## config.mk

```make
export PLATFORM = sky130hd
export DESIGN_NAME = mul8_err_monitor_flat
export DESIGN_NICKNAME = d
export VERILOG_FILES = /design/src/rtl/mul8_err_monitor_if.sv /design/src/rtl/mul8_err_monitor.sv /design/src/flat_wrapper.sv
export SDC_FILE = /design/constraint.sdc
export NUM_CORES = 1
export LEC_CHECK = 0
export CAP_MARGIN = 5
export CORE_MARGIN = 5
export CORE_UTILIZATION = 45
export DETAILED_ROUTE_END_ITERATION = 12
export PLACE_DENSITY = 0.69
export SLEW_MARGIN = 20
export SYNTH_ARGS = -nofsm -noshare
export SYNTH_HDL_FRONTEND = slang
export SYNTH_SLANG_ARGS = --single-unit
```

## constraint.sdc

```tcl
create_clock -name clk -period 6.4 [get_ports clk]
set_clock_uncertainty 0.2 [all_clocks]
set_input_delay 1.28 -clock clk [delete_from_list [all_inputs] [get_ports clk]]
set_output_delay 1.28 -clock clk [all_outputs]
set_load 0.01 [all_outputs]
```

## src/rtl/mul8_err_monitor_if.sv

```systemverilog
`default_nettype none
// ---------------------------------------------------------------------------
// Module   : mul8_err_monitor_if
// Purpose  : Sample bus carrying one operand pair plus the approximate
//            product from an 8x8 approximate multiplier into its monitor.
// Revision : 1.0  initial release
// ---------------------------------------------------------------------------
interface mul8_err_monitor_if;
  logic        in_valid;
  logic        in_ready;
  logic [7:0]  in_a;
  logic [7:0]  in_b;
  logic [15:0] in_prod;

  // Producer side: offers samples, observes ready
  modport master (
    output in_valid,
    output in_a,
    output in_b,
    output in_prod,
    input  in_ready
  );

  // Monitor side: consumes samples, drives ready
  modport slave (
    input  in_valid,
    input  in_a,
    input  in_b,
    input  in_prod,
    output in_ready
  );
endinterface
`default_nettype wire

```

## src/rtl/mul8_err_monitor.sv

```systemverilog
`default_nettype none
// ---------------------------------------------------------------------------
// Module   : mul8_err_monitor
// Purpose  : Error characterisation of an 8x8 approximate multiplier. Over a
//            programmed number of samples it accumulates the absolute-error
//            sum, the worst-case error with its operands, and the count of
//            erroneous samples. Three-stage pipeline, one sample per cycle.
// Revision : 1.0  initial release
// ---------------------------------------------------------------------------
module mul8_err_monitor #(
  parameter int CNT_W = 17,  // sample target / counter width
  parameter int ACC_W = 33   // error-sum width, keep >= CNT_W+16 to avoid wrap
) (
  input  wire logic             clk,
  input  wire logic             rst,
  input  wire logic             start,
  input  wire logic [CNT_W-1:0] n_samples,
  mul8_err_monitor_if.slave     s_bus,
  output logic                  busy,
  output logic                  done,
  output logic [ACC_W-1:0]      err_sum,
  output logic [15:0]           err_max,
  output logic [7:0]            max_a,
  output logic [7:0]            max_b,
  output logic [CNT_W-1:0]      err_cnt,
  output logic [CNT_W-1:0]      smp_cnt
);

  typedef enum logic [1:0] {
    IDLE  = 2'd0,
    RUN   = 2'd1,
    DRAIN = 2'd2,
    DONE  = 2'd3
  } state_t;

  // Control state
  state_t           state_q,   state_d;
  logic [CNT_W-1:0] n_tgt_q,   n_tgt_d;
  logic [CNT_W-1:0] smp_cnt_q, smp_cnt_d;

  // Pipeline stage 1: raw sample
  logic             s1_vld_q,  s1_vld_d;
  logic [7:0]       s1_a_q,    s1_a_d;
  logic [7:0]       s1_b_q,    s1_b_d;
  logic [15:0]      s1_prod_q, s1_prod_d;

  // Pipeline stage 2: absolute error with its operands
  logic             s2_vld_q,  s2_vld_d;
  logic [7:0]       s2_a_q,    s2_a_d;
  logic [7:0]       s2_b_q,    s2_b_d;
  logic [15:0]      s2_err_q,  s2_err_d;

  // Stage 3: accumulated statistics
  logic [ACC_W-1:0] err_sum_q, err_sum_d;
  logic [15:0]      err_max_q, err_max_d;
  logic [7:0]       max_a_q,   max_a_d;
  logic [7:0]       max_b_q,   max_b_d;
  logic [CNT_W-1:0] err_cnt_q, err_cnt_d;

  logic             in_ready;
  logic             accept;
  logic             clear_stats;
  logic [15:0]      exact;
  logic [15:0]      abs_err;

  assign in_ready       = (state_q == RUN);
  assign accept         = s_bus.in_valid & in_ready;
  assign s_bus.in_ready = in_ready;

  // FSM next state, run bookkeeping and sample counting
  always_comb begin
    state_d     = state_q;
    n_tgt_d     = n_tgt_q;
    smp_cnt_d   = smp_cnt_q;
    clear_stats = 1'b0;
    case (state_q)
      IDLE, DONE: begin
        if (start) begin
          clear_stats = 1'b1;
          n_tgt_d     = n_samples;
          smp_cnt_d   = '0;
          // An empty run completes immediately with all-zero statistics
          state_d     = (n_samples == '0) ? DONE : RUN;
        end
      end
      RUN: begin
        if (accept) begin
          smp_cnt_d = smp_cnt_q + CNT_W'(1);
          if (smp_cnt_q + CNT_W'(1) == n_tgt_q) begin
            state_d = DRAIN;
          end
        end
      end
      DRAIN: begin
        // Stats are final once the last sample has left stage 2
        if (!s1_vld_q && !s2_vld_q) begin
          state_d = DONE;
        end
      end
      default: state_d = IDLE;
    endcase
  end

  // Error pipeline: capture, absolute error, accumulate
  always_comb begin
    exact   = {8'd0, s1_a_q} * {8'd0, s1_b_q};
    abs_err = (exact >= s1_prod_q) ? (exact - s1_prod_q) : (s1_prod_q - exact);

    s1_vld_d  = accept;
    s1_a_d    = accept ? s_bus.in_a    : s1_a_q;
    s1_b_d    = accept ? s_bus.in_b    : s1_b_q;
    s1_prod_d = accept ? s_bus.in_prod : s1_prod_q;

    s2_vld_d  = s1_vld_q;
    s2_a_d    = s1_vld_q ? s1_a_q  : s2_a_q;
    s2_b_d    = s1_vld_q ? s1_b_q  : s2_b_q;
    s2_err_d  = s1_vld_q ? abs_err : s2_err_q;

    err_sum_d = err_sum_q;
    err_max_d = err_max_q;
    max_a_d   = max_a_q;
    max_b_d   = max_b_q;
    err_cnt_d = err_cnt_q;

    if (clear_stats) begin
      err_sum_d = '0;
      err_max_d = '0;
      max_a_d   = '0;
      max_b_d   = '0;
      err_cnt_d = '0;
    end else if (s2_vld_q) begin
      err_sum_d = err_sum_q + ACC_W'(s2_err_q);
      if (s2_err_q != 16'd0) begin
        err_cnt_d = err_cnt_q + CNT_W'(1);
      end
      // Strict compare so a tie keeps the earliest worst-case sample
      if (s2_err_q > err_max_q) begin
        err_max_d = s2_err_q;
        max_a_d   = s2_a_q;
        max_b_d   = s2_b_q;
      end
    end
  end

  // Control registers
  always_ff @(posedge clk or posedge rst) begin
    if (rst) begin
      state_q   <= IDLE;
      n_tgt_q   <= '0;
      smp_cnt_q <= '0;
    end else begin
      state_q   <= state_d;
      n_tgt_q   <= n_tgt_d;
      smp_cnt_q <= smp_cnt_d;
    end
  end

  // Pipeline and statistics registers
  always_ff @(posedge clk or posedge rst) begin
    if (rst) begin
      s1_vld_q  <= 1'b0;
      s1_a_q    <= '0;
      s1_b_q    <= '0;
      s1_prod_q <= '0;
      s2_vld_q  <= 1'b0;
      s2_a_q    <= '0;
      s2_b_q    <= '0;
      s2_err_q  <= '0;
      err_sum_q <= '0;
      err_max_q <= '0;
      max_a_q   <= '0;
      max_b_q   <= '0;
      err_cnt_q <= '0;
    end else begin
      s1_vld_q  <= s1_vld_d;
      s1_a_q    <= s1_a_d;
      s1_b_q    <= s1_b_d;
      s1_prod_q <= s1_prod_d;
      s2_vld_q  <= s2_vld_d;
      s2_a_q    <= s2_a_d;
      s2_b_q    <= s2_b_d;
      s2_err_q  <= s2_err_d;
      err_sum_q <= err_sum_d;
      err_max_q <= err_max_d;
      max_a_q   <= max_a_d;
      max_b_q   <= max_b_d;
      err_cnt_q <= err_cnt_d;
    end
  end

  assign busy    = (state_q == RUN) || (state_q == DRAIN);
  assign done    = (state_q == DONE);
  assign err_sum = err_sum_q;
  assign err_max = err_max_q;
  assign max_a   = max_a_q;
  assign max_b   = max_b_q;
  assign err_cnt = err_cnt_q;
  assign smp_cnt = smp_cnt_q;

endmodule
`default_nettype wire

```

## src/flat_wrapper.sv

```systemverilog
// flat-port wrapper written by rule: the top's interface ports become plain ports
module mul8_err_monitor_flat 
#(
  parameter int CNT_W = 17,                                  
  parameter int ACC_W = 33                                                     
)
  (clk, rst, start, n_samples, busy, done, err_sum, err_max, max_a, max_b, err_cnt, smp_cnt, s_bus_in_valid, s_bus_in_a, s_bus_in_b, s_bus_in_prod, s_bus_in_ready);
  mul8_err_monitor_if s_bus_i ();
  input  wire logic clk;
  input  wire logic rst;
  input  wire logic start;
  input  wire logic [CNT_W-1:0] n_samples;
  output logic busy;
  output logic done;
  output logic [ACC_W-1:0] err_sum;
  output logic [15:0] err_max;
  output logic [7:0] max_a;
  output logic [7:0] max_b;
  output logic [CNT_W-1:0] err_cnt;
  output logic [CNT_W-1:0] smp_cnt;
  input wire logic [$bits(s_bus_i.in_valid)-1:0] s_bus_in_valid;
  input wire logic [$bits(s_bus_i.in_a)-1:0] s_bus_in_a;
  input wire logic [$bits(s_bus_i.in_b)-1:0] s_bus_in_b;
  input wire logic [$bits(s_bus_i.in_prod)-1:0] s_bus_in_prod;
  output wire logic [$bits(s_bus_i.in_ready)-1:0] s_bus_in_ready;
  assign s_bus_i.in_valid = s_bus_in_valid;
  assign s_bus_i.in_a = s_bus_in_a;
  assign s_bus_i.in_b = s_bus_in_b;
  assign s_bus_i.in_prod = s_bus_in_prod;
  assign s_bus_in_ready = s_bus_i.in_ready;
  mul8_err_monitor #(.CNT_W(CNT_W), .ACC_W(ACC_W)) u_core (.clk(clk), .rst(rst), .start(start), .n_samples(n_samples), .s_bus(s_bus_i), .busy(busy), .done(done), .err_sum(err_sum), .err_max(err_max), .max_a(max_a), .max_b(max_b), .err_cnt(err_cnt), .smp_cnt(smp_cnt));
endmodule
```

==> results of run 1 <==
-- sequential cells by signal (all words and copies together) (netlist names) --
signal / count
u_core.err_sum: 33
u_core.err_cnt: 17
u_core.n_tgt_q: 17
u_core.smp_cnt: 17
u_core.err_max: 16
u_core.s1_prod_q: 16
u_core.s2_err_q: 16
u_core.max_a: 8
u_core.max_b: 8
u_core.s1_a_q: 8
u_core.s1_b_q: 8
u_core.s2_a_q: 8
u_core.s2_b_q: 8
u_core.state_q: 2
u_core.s1_vld_q: 1
u_core.s2_vld_q: 1
-- repair_timing --
item / 4_1_cts / 5_1_grt
hold endpoints to repair: 0 / 0
pin swaps: 14 / 37
gates resized for setup: 21 / 52
buffers inserted: 7 / 8
setup endpoints to repair: 10 / 14
-- cells by family (layout without fill, tap and decap cells) --
kind of cell,Yosys count,after routing,share of synthesized area
muxes,89,89,0.07436
AOI/OAI and AO/OA,267,267,0.1312
DFF,184,184,0.3577
and+or+nand+nor,438,438,0.1631
adders and majority gates,144,144,0.1627
xor gates and xnor gates,87,87,0.05920
buffers and inverters,169,391,0.05171
-- how the worst max path moves through the flow --
stage                                endpoint  slack (ns)  depth (start not counted)
after global routing      u_core.s2_err_q[13]       -0.06                         25
after detailed placement   u_core.s2_err_q[3]       -0.20                         25
after floorplan           u_core.s2_err_q[14]        0.02                         26
after global placement     u_core.s2_err_q[3]       -0.17                         25
final                     u_core.s2_err_q[12]        0.18                         25
after CTS                 u_core.s2_err_q[13]       0.003                         25
-- worst min-delay path, delay by kind of cell (launching register included) --
family / cells / cell delay, ns
flops: 1 / 0.36
simple gates: 2 / 0.11
-- cell usage in the layout (no fill, tap or decap), types with 24 or more instances in the layout --
cell type and count:
dfrtp_1 174, clkdlybuf4s50_1 154, nand2_1 131, nor2_1 116
inv_1 112, ha_1 96, buf_4 81, o21ai_0 75
a21oi_1 66, and2_1 57, xnor2_1 45, mux2i_1 45
mux2_2 38, xor2_1 38, fa_1 36, nand3_1 24
-- stage by stage --
step,std cells,TNS (ns)
2_1_floorplan,1378,0
3_3_place_gp,1938,-0.5686
3_5_place_dp,1938,-0.9879
4_1_cts,1977,0
5_1_grt,1984,-0.1945
6_report,1984,0
-- per-layer routing --
layer  global-route usage  vias to the layer above
li1                     -                     5143
met1               0.2890                     5193
met2               0.3672                      249
met3              0.03100                       40
met4              0.04570                        0
met5                    0                        -
-- final cells by class --
class                      instances  area, um2  share of cell area
multi-input combinational       1025       7891              0.4868
clock buffer                      18      439.2             0.02709
timing repair buffer             240       2206              0.1361
tap                              384      480.5             0.02964
clock inverter                    14      126.4            0.007796
sequential                       184       4617              0.2848
inverter                         119      450.4             0.02779
==> results.sh, run 1 <==
export IMPL_grt_pass1_wl_mm=55.19
export IMPL_status="finished, final reports clean"
export IMPL_clockRootBuffer="clkbuf_16"
export IMPL_yosysMostFrequentCell="dfrtp_1"
export IMPL_arrival_ns=6.33
export IMPL_clkTransAtPathRegs_ns=0.08
export IMPL_layout_drive_gt1_share=0.1463
export IMPL_row_count=62
export IMPL_setup_viol=0
export IMPL_worstReg2RegEnd="u_core.s2_err_q[12]"
export IMPL_rrSetupSlack_ns=0.18
export IMPL_cp_max_fo=7
export IMPL_hold_path_cell_count=2
export IMPL_max_freq_ghz=0.1609
export IMPL_drt_met1_wl_mm=15.69
export IMPL_drc=0
export IMPL_yosysTopAreaCellShare=0.3577
export IMPL_rsz0062_at_grt="yes"
export IMPL_viasPerCell=5.355
export IMPL_finalMaxSlewViolations=0
export IMPL_routed_wirelength_mm=34.35
export IMPL_h_tree_depth=4
export IMPL_synth_seq_cells=184
export IMPL_wl_per_cell_um=17.31
export IMPL_fp_coreArea_um2=28470
export IMPL_fin_ws_ns=0.1846
export IMPL_numCtsBuffers=17
export IMPL_async_flop_share=1.000
export IMPL_hold_viol=0
export IMPL_clockBufferDepth=2
export IMPL_grt_util_all_layers=0.2140
export IMPL_gp_congestion=0.9144
export IMPL_wl_met2_mm=16.70
export IMPL_dr_total_vias=10630
export IMPL_portBuffers=154
export IMPL_start_kind="flop"
export IMPL_post_place_ws_ns=-0.2009
export IMPL_cpPeakStageDelay_ns=0.55
export IMPL_highest_layer="met4"
export IMPL_clock_latency_ns=0.44
export IMPL_reg2reg_depth=25
export IMPL_ios=155
export IMPL_cp_common_cell="fa_1"
export IMPL_placed_area_um2=15240
export IMPL_syn2layout_area_growth_pct=25.93
export IMPL_dpl_hpwl_mm=25.66
export IMPL_cp_num_buf_inv=4
export IMPL_tightest_slew_ns=1.045
export IMPL_avgSynthCellArea_um2=9.341
export IMPL_syn_nets=1575
export IMPL_drtPass1Iterations=5
export IMPL_endpoint_kind="flop"
export IMPL_synth_largest_area_cell="dfrtp_1"
export IMPL_min_path_type="flop to flop"
export IMPL_crit_type="flop to flop"
export IMPL_synth_top_flop_cell="dfrtp_1"
export IMPL_rr_startpoint="u_core.s1_a_q[1]"
export IMPL_yosys_warnings=0
export IMPL_grt_max_degree=94
export IMPL_cts_hold_buf=0
export IMPL_start_util=0.4521
export IMPL_crit_required_ns=6.51
export IMPL_yosysUniqueCellTypes=70
export IMPL_synth_commonest_cells="dfrtp_1 (184), nand2_1 (134), inv_1 (117)"
export IMPL_min_period_ns=6.215
export IMPL_ys_seq_area_frac=0.3577
export IMPL_chipWidth_um=179.1
export IMPL_chipHeight_um=179.1
export IMPL_fin_area_um2=16210
export IMPL_clock_sinks=184
export IMPL_route_met3_wl_mm=1.450
export IMPL_cap_violations=0
export IMPL_slew_headroom=0.3032
export IMPL_antenna_found_initial=0
export IMPL_overflow=0
export IMPL_die_area_um2=32090
export IMPL_netlist_instances=1378
export IMPL_cts_tree="built"
export IMPL_cp_top_family="adder cells"
export IMPL_period_share=0.9712
export IMPL_hp_start="u_core.n_tgt_q[7]"
export IMPL_num_antenna_cells=0
export IMPL_drtAntennaViolNets=0
export IMPL_synth_area_leaders="dfrtp_1 (36%), ha_1 (10%), fa_1 (6.1%)"
export IMPL_fin_hold_ws_ns=0.3028
export IMPL_first_global_vias=10580
export IMPL_syn_cell_area_um2=12870
export IMPL_fin_nets=1784
export IMPL_synth_edf_count=0
export IMPL_crit_start="u_core.s1_a_q[1]"
export IMPL_drt_iter0_markers=594
export IMPL_nFillCells=2542
export IMPL_hold_end="u_core.n_tgt_q[7]"
export IMPL_cpMaxStageDelayCell="fa_1"
export IMPL_final_util=0.5694
Power of run 1 is left out: the tool's default activity adds up to more than one toggle a clock period on the data nets, which glitch-free logic cannot reach.
==> run 2: changes to the inputs <==
--- a/config.mk
+++ b/config.mk
@@ -10,7 +10,9 @@
 export CORE_UTILIZATION = 45
 export DETAILED_ROUTE_END_ITERATION = 12
 export PLACE_DENSITY = 0.69
+export SKIP_CTS_REPAIR_TIMING = 1
 export SLEW_MARGIN = 20
 export SYNTH_ARGS = -nofsm -noshare
 export SYNTH_HDL_FRONTEND = slang
 export SYNTH_SLANG_ARGS = --single-unit
+export TNS_END_PERCENT = 30
==> results.sh, run 2 (synthesis results as in run 1) <==
export IMPL_ios=155
export IMPL_syn2layout_area_growth_pct=25.36
export IMPL_cp_num_buf_inv=5
export IMPL_row_count=62
export IMPL_portBuffers=154
export IMPL_max_freq_ghz=0.1597
export IMPL_tightest_slew_ns=1.033
export IMPL_first_global_vias=10470
export IMPL_min_path_type="flop to flop"
export IMPL_dpl_hpwl_mm=25.66
export IMPL_crit_type="flop to flop"
export IMPL_grt_use_met2=0.3622
export IMPL_dp_cells=1938
export IMPL_cp_top_family="adder cells"
export IMPL_start_util=0.4521
export IMPL_clockBufferDepth=2
export IMPL_nFillCells=2550
export IMPL_grt_pass1_wl_mm=54.88
export IMPL_clkTransAtPathRegs_ns=0.08
export IMPL_clock_sinks=184
export IMPL_chipWidth_um=179.1
export IMPL_drtPass1Iterations=4
export IMPL_clockRootBuffer="clkbuf_16"
export IMPL_cts_tree="built"
export IMPL_cpMaxStageDelayCell="fa_1"
export IMPL_largest_reg_flops=33
export IMPL_setup_viol=0
export IMPL_period_share=0.9784
export IMPL_overflow=0
export IMPL_multi_input_area_um2=7819
export IMPL_clock_latency_ns=0.43
export IMPL_register_area_um2=4616
export IMPL_dr_total_vias=10570
export IMPL_wl_per_cell_um=17.14
export IMPL_rsz0062_at_grt="yes"
export IMPL_layout_common_cells="dfrtp_1 (175), clkdlybuf4s50_1 (154), nand2_1 (131), nor2_1 (116), inv_1 (110)"
export IMPL_grt_util_all_layers=0.2125
export IMPL_h_tree_depth=4
export IMPL_grtUsageMet3=0.03058
export IMPL_chipHeight_um=179.1
export IMPL_fin_nets=1784
export IMPL_layout_commonest_cell="dfrtp_1"
export IMPL_cp_common_cell="fa_1"
export IMPL_fp_coreArea_um2=28470
export IMPL_numCtsBuffers=17
export IMPL_num_antenna_cells=0
export IMPL_cap_violations=0
export IMPL_start_kind="flop"
export IMPL_die_area_um2=32090
export IMPL_cp_max_fo=7
export IMPL_layout_cells_non_filler=1984
export IMPL_use_met1=0.2896
export IMPL_drt_iter0_markers=630
export IMPL_hold_viol=0
export IMPL_drc=0
export IMPL_grt_max_degree=94
export IMPL_antenna_found_initial=0
export IMPL_endpoint_kind="flop"
export IMPL_finalMaxSlewViolations=0
export IMPL_routed_wirelength_mm=34.01
export IMPL_arrival_ns=6.37
export IMPL_status="finished, final reports clean"
export IMPL_cpPeakStageDelay_ns=0.51
export IMPL_layout_drive_gt1_share=0.1413
export IMPL_crit_required_ns=6.51
export IMPL_viasPerCell=5.325
export IMPL_drtAntennaViolNets=0
export IMPL_slew_headroom=0.3111
export IMPL_min_period_ns=6.262
export IMPL_gp_congestion=0.9144
export IMPL_grt_busiest_layer="met2"
-- run 2: worst paths after layout --
check,from,endpoint,slack [ns],depth (start not counted)
worst max-delay path,u_core.s1_a_q[1],u_core.s2_err_q[13],0.14,26
worst min-delay path,u_core.n_tgt_q[7],u_core.n_tgt_q[7],0.30,2
worst max register to register,u_core.s1_a_q[1],u_core.s2_err_q[13],0.14,26
worst min register to register,u_core.n_tgt_q[7],u_core.n_tgt_q[7],0.30,2
max in group asynchronous,rst,u_core.s1_b_q[2],3.65,4
min in group asynchronous,rst,u_core.err_sum[28],1.22,3
-- run 2: layer usage --
metal | wire, um | vias up
met3 | 1484 | 40
met5 | 0 | -
met4 | 510 | 0
li1 | - | 5137
met2 | 16540 | 262
met1 | 15480 | 5126
-- run 2: worst register-to-register path, stage by stage, from the launching register on --
cell and delay [ns]:
dfrtp_2 0.48, buf_6 0.14, nand2_2 0.07, fa_1 0.44
fa_1 0.51, inv_2 0.04, fa_1 0.47, inv_1 0.05
fa_1 0.49, inv_2 0.05, ha_4 0.21, nor2b_4 0.12
o211ai_1 0.19, nand2_1 0.11, a41oi_2 0.17, nor2b_4 0.20
xnor2_2 0.06, ha_1 0.32, a21oi_2 0.15, o31ai_1 0.08
a211o_1 0.32, a31o_4 0.27, buf_6 0.14, mux2_4 0.29
a211oi_2 0.22, xnor2_1 0.10, mux2_4 0.26
-- run 2: through the flow --
step / setup TNS (ns) / instance area [um2] / hold slack, ns / setup WS (ns) / utilization
CTS: -1.463 / 15800 / 0.3056 / -0.2300 / 0.5551
global route: -0.2706 / 16140 / 0.3312 / -0.1101 / 0.5668
global placement: -0.5686 / 15230 / 0.2813 / -0.1677 / 0.5351
finish: 0 / 16140 / 0.3024 / 0.1385 / 0.5668
detailed placement: -0.9879 / 15240 / 0.2869 / -0.2009 / 0.5352
floorplan: 0 / 12880 / 0.1519 / 0.01930 / -
-- run 2: area by class of cell --
cell class,instances,area share
Tap cell,384,0.02977
Multi-Input combinational cell,1025,0.4845
Timing Repair Buffer,240,0.1367
Clock inverter,14,0.007831
Clock buffer,18,0.02722
Sequential cell,184,0.2860
Inverter,119,0.02791
Power of run 2 is left out for the same reason.
==> run 3: changes to the inputs <==
--- a/config.mk
+++ b/config.mk
@@ -10,6 +10,7 @@
 export CORE_UTILIZATION = 45
 export DETAILED_ROUTE_END_ITERATION = 12
 export PLACE_DENSITY = 0.69
+export SETUP_SLACK_MARGIN = 0.1
 export SKIP_CTS_REPAIR_TIMING = 1
 export SLEW_MARGIN = 20
 export SYNTH_ARGS = -nofsm -noshare
==> results.sh, run 3 (synthesis results as in run 1) <==
export IMPL_crit_required_ns=6.52
export IMPL_grt_util_all_layers=0.2125
export IMPL_clockRootBuffer="clkbuf_16"
export IMPL_ios=155
export IMPL_endpoint_kind="flop"
export IMPL_fin_area_um2=16220
export IMPL_first_global_vias=10470
export IMPL_status="finished, final reports clean"
export IMPL_nFillCells=2536
export IMPL_dpl_hpwl_mm=25.66
export IMPL_clock_sinks=184
export IMPL_fp_coreArea_um2=28470
export IMPL_drtPass1Iterations=5
export IMPL_clock_latency_ns=0.44
export IMPL_antenna_found_initial=0
export IMPL_min_path_type="flop to flop"
export IMPL_dr_total_vias=10550
export IMPL_setup_viol=0
export IMPL_portBuffers=154
export IMPL_arrival_ns=6.40
export IMPL_drtAntennaViolNets=0
export IMPL_viasPerCell=5.312
export IMPL_drt_iter0_markers=632
export IMPL_cap_violations=0
export IMPL_placed_area_um2=15240
export IMPL_rsz0062_at_grt="yes"
export IMPL_clkTransAtPathRegs_ns=0.08
export IMPL_layout_drive_gt1_share=0.1468
export IMPL_cp_max_fo=6
export IMPL_crit_type="flop to flop"
export IMPL_largest_reg_flops=33
export IMPL_min_period_ns=6.275
export IMPL_routed_wirelength_mm=34.02
export IMPL_chipHeight_um=179.1
export IMPL_max_freq_ghz=0.1594
export IMPL_start_kind="flop"
export IMPL_h_tree_depth=4
export IMPL_grt_max_degree=94
export IMPL_period_share=0.9805
export IMPL_die_area_um2=32090
export IMPL_crit_start="u_core.s1_b_q[2]"
export IMPL_fin_nets=1785
export IMPL_hold_viol=0
export IMPL_layout_common_cells="dfrtp_1 (175), clkdlybuf4s50_1 (154), nand2_1 (131), nor2_1 (116), inv_1 (110)"
export IMPL_wl_per_cell_um=17.14
export IMPL_worstReg2RegEnd="u_core.s2_err_q[3]"
export IMPL_rr_startpoint="u_core.s1_b_q[2]"
export IMPL_layout_commonest_cell="dfrtp_1"
export IMPL_num_antenna_cells=0
export IMPL_slew_headroom=0.3107
export IMPL_start_util=0.4521
export IMPL_rrSetupSlack_ns=0.12
export IMPL_syn2layout_area_growth_pct=26.03
export IMPL_crit_end="u_core.s2_err_q[3]"
export IMPL_gp_congestion=0.9144
export IMPL_chipWidth_um=179.1
export IMPL_drc=0
export IMPL_tightest_slew_ns=1.034
export IMPL_cts_tree="built"
export IMPL_clockBufferDepth=2
export IMPL_numCtsBuffers=17
export IMPL_reg2reg_depth=25
export IMPL_row_count=62
export IMPL_overflow=0
export IMPL_finalMaxSlewViolations=0
export IMPL_grt_pass1_wl_mm=54.88
run 3: metal layers:
metal  up-vias  routed length (um)  track usage
li1       5143                   -            -
met1      5119               15420       0.2896
met2       247               16650       0.3622
met3        36                1492      0.03058
met4         0                 466      0.04380
met5         -                   0            0
run 3: worst min path at each step:
stage	startpoint	end	slack, ns	depth (start not counted)
after CTS	u_core.n_tgt_q[7]	u_core.n_tgt_q[7]	0.31	2
after floorplan	u_core.s1_vld_q	u_core.s2_vld_q	0.15	0
after global placement	u_core.n_tgt_q[10]	u_core.n_tgt_q[10]	0.28	2
final	u_core.n_tgt_q[16]	u_core.n_tgt_q[16]	0.30	2
after global routing	u_core.s2_a_q[3]	u_core.s2_a_q[3]	0.33	1
after detailed placement	u_core.n_tgt_q[7]	u_core.n_tgt_q[7]	0.29	2
run 3: final cells by class:
| cell class | instances | area, um2 | area share |
|---|---|---|---|
| repair buffers | 241 | 2221 | 0.1369 |
| inverters | 119 | 450.4 | 0.02776 |
| multi-input cells | 1025 | 7890 | 0.4863 |
| clock inverters | 14 | 126.4 | 0.007790 |
| well taps | 384 | 480.5 | 0.02962 |
| flip-flops and latches | 184 | 4616 | 0.2845 |
| clock buffers | 18 | 439.2 | 0.02707 |
run 3: per-stage QoR:
stage               setup TNS [ns]  hold slack, ns  setup WS, ns  instances  utilization
global placement           -0.5686          0.2813       -0.1677       1938       0.5351
finish                           0          0.3021        0.1246       1985       0.5698
global route               -0.1817          0.3312       -0.1056       1985       0.5698
CTS                         -1.463          0.3056       -0.2300       1970       0.5551
floorplan                        0          0.1519       0.01930       1378            -
detailed placement         -0.9879          0.2869       -0.2009       1938       0.5352
run 3: critical path, stage by stage, from the launching register on:
cell and delay, ns:
dfrtp_2 0.47, and2_4 0.18, fa_2 0.38, fa_1 0.51, inv_2 0.04, fa_1 0.46
fa_1 0.51, inv_2 0.05, ha_4 0.22, buf_4 0.14, nor2b_2 0.15, o211ai_1 0.20
nand2_1 0.14, a21oi_2 0.21, xnor2_2 0.11, ha_1 0.34, nand4_1 0.15, a21oi_2 0.06
a211o_1 0.35, buf_4 0.15, a2111oi_2 0.33, buf_4 0.18, a211oi_2 0.04, a211oi_4 0.23
xnor2_1 0.10, mux2_4 0.26
Power of run 3 is left out for the same reason.
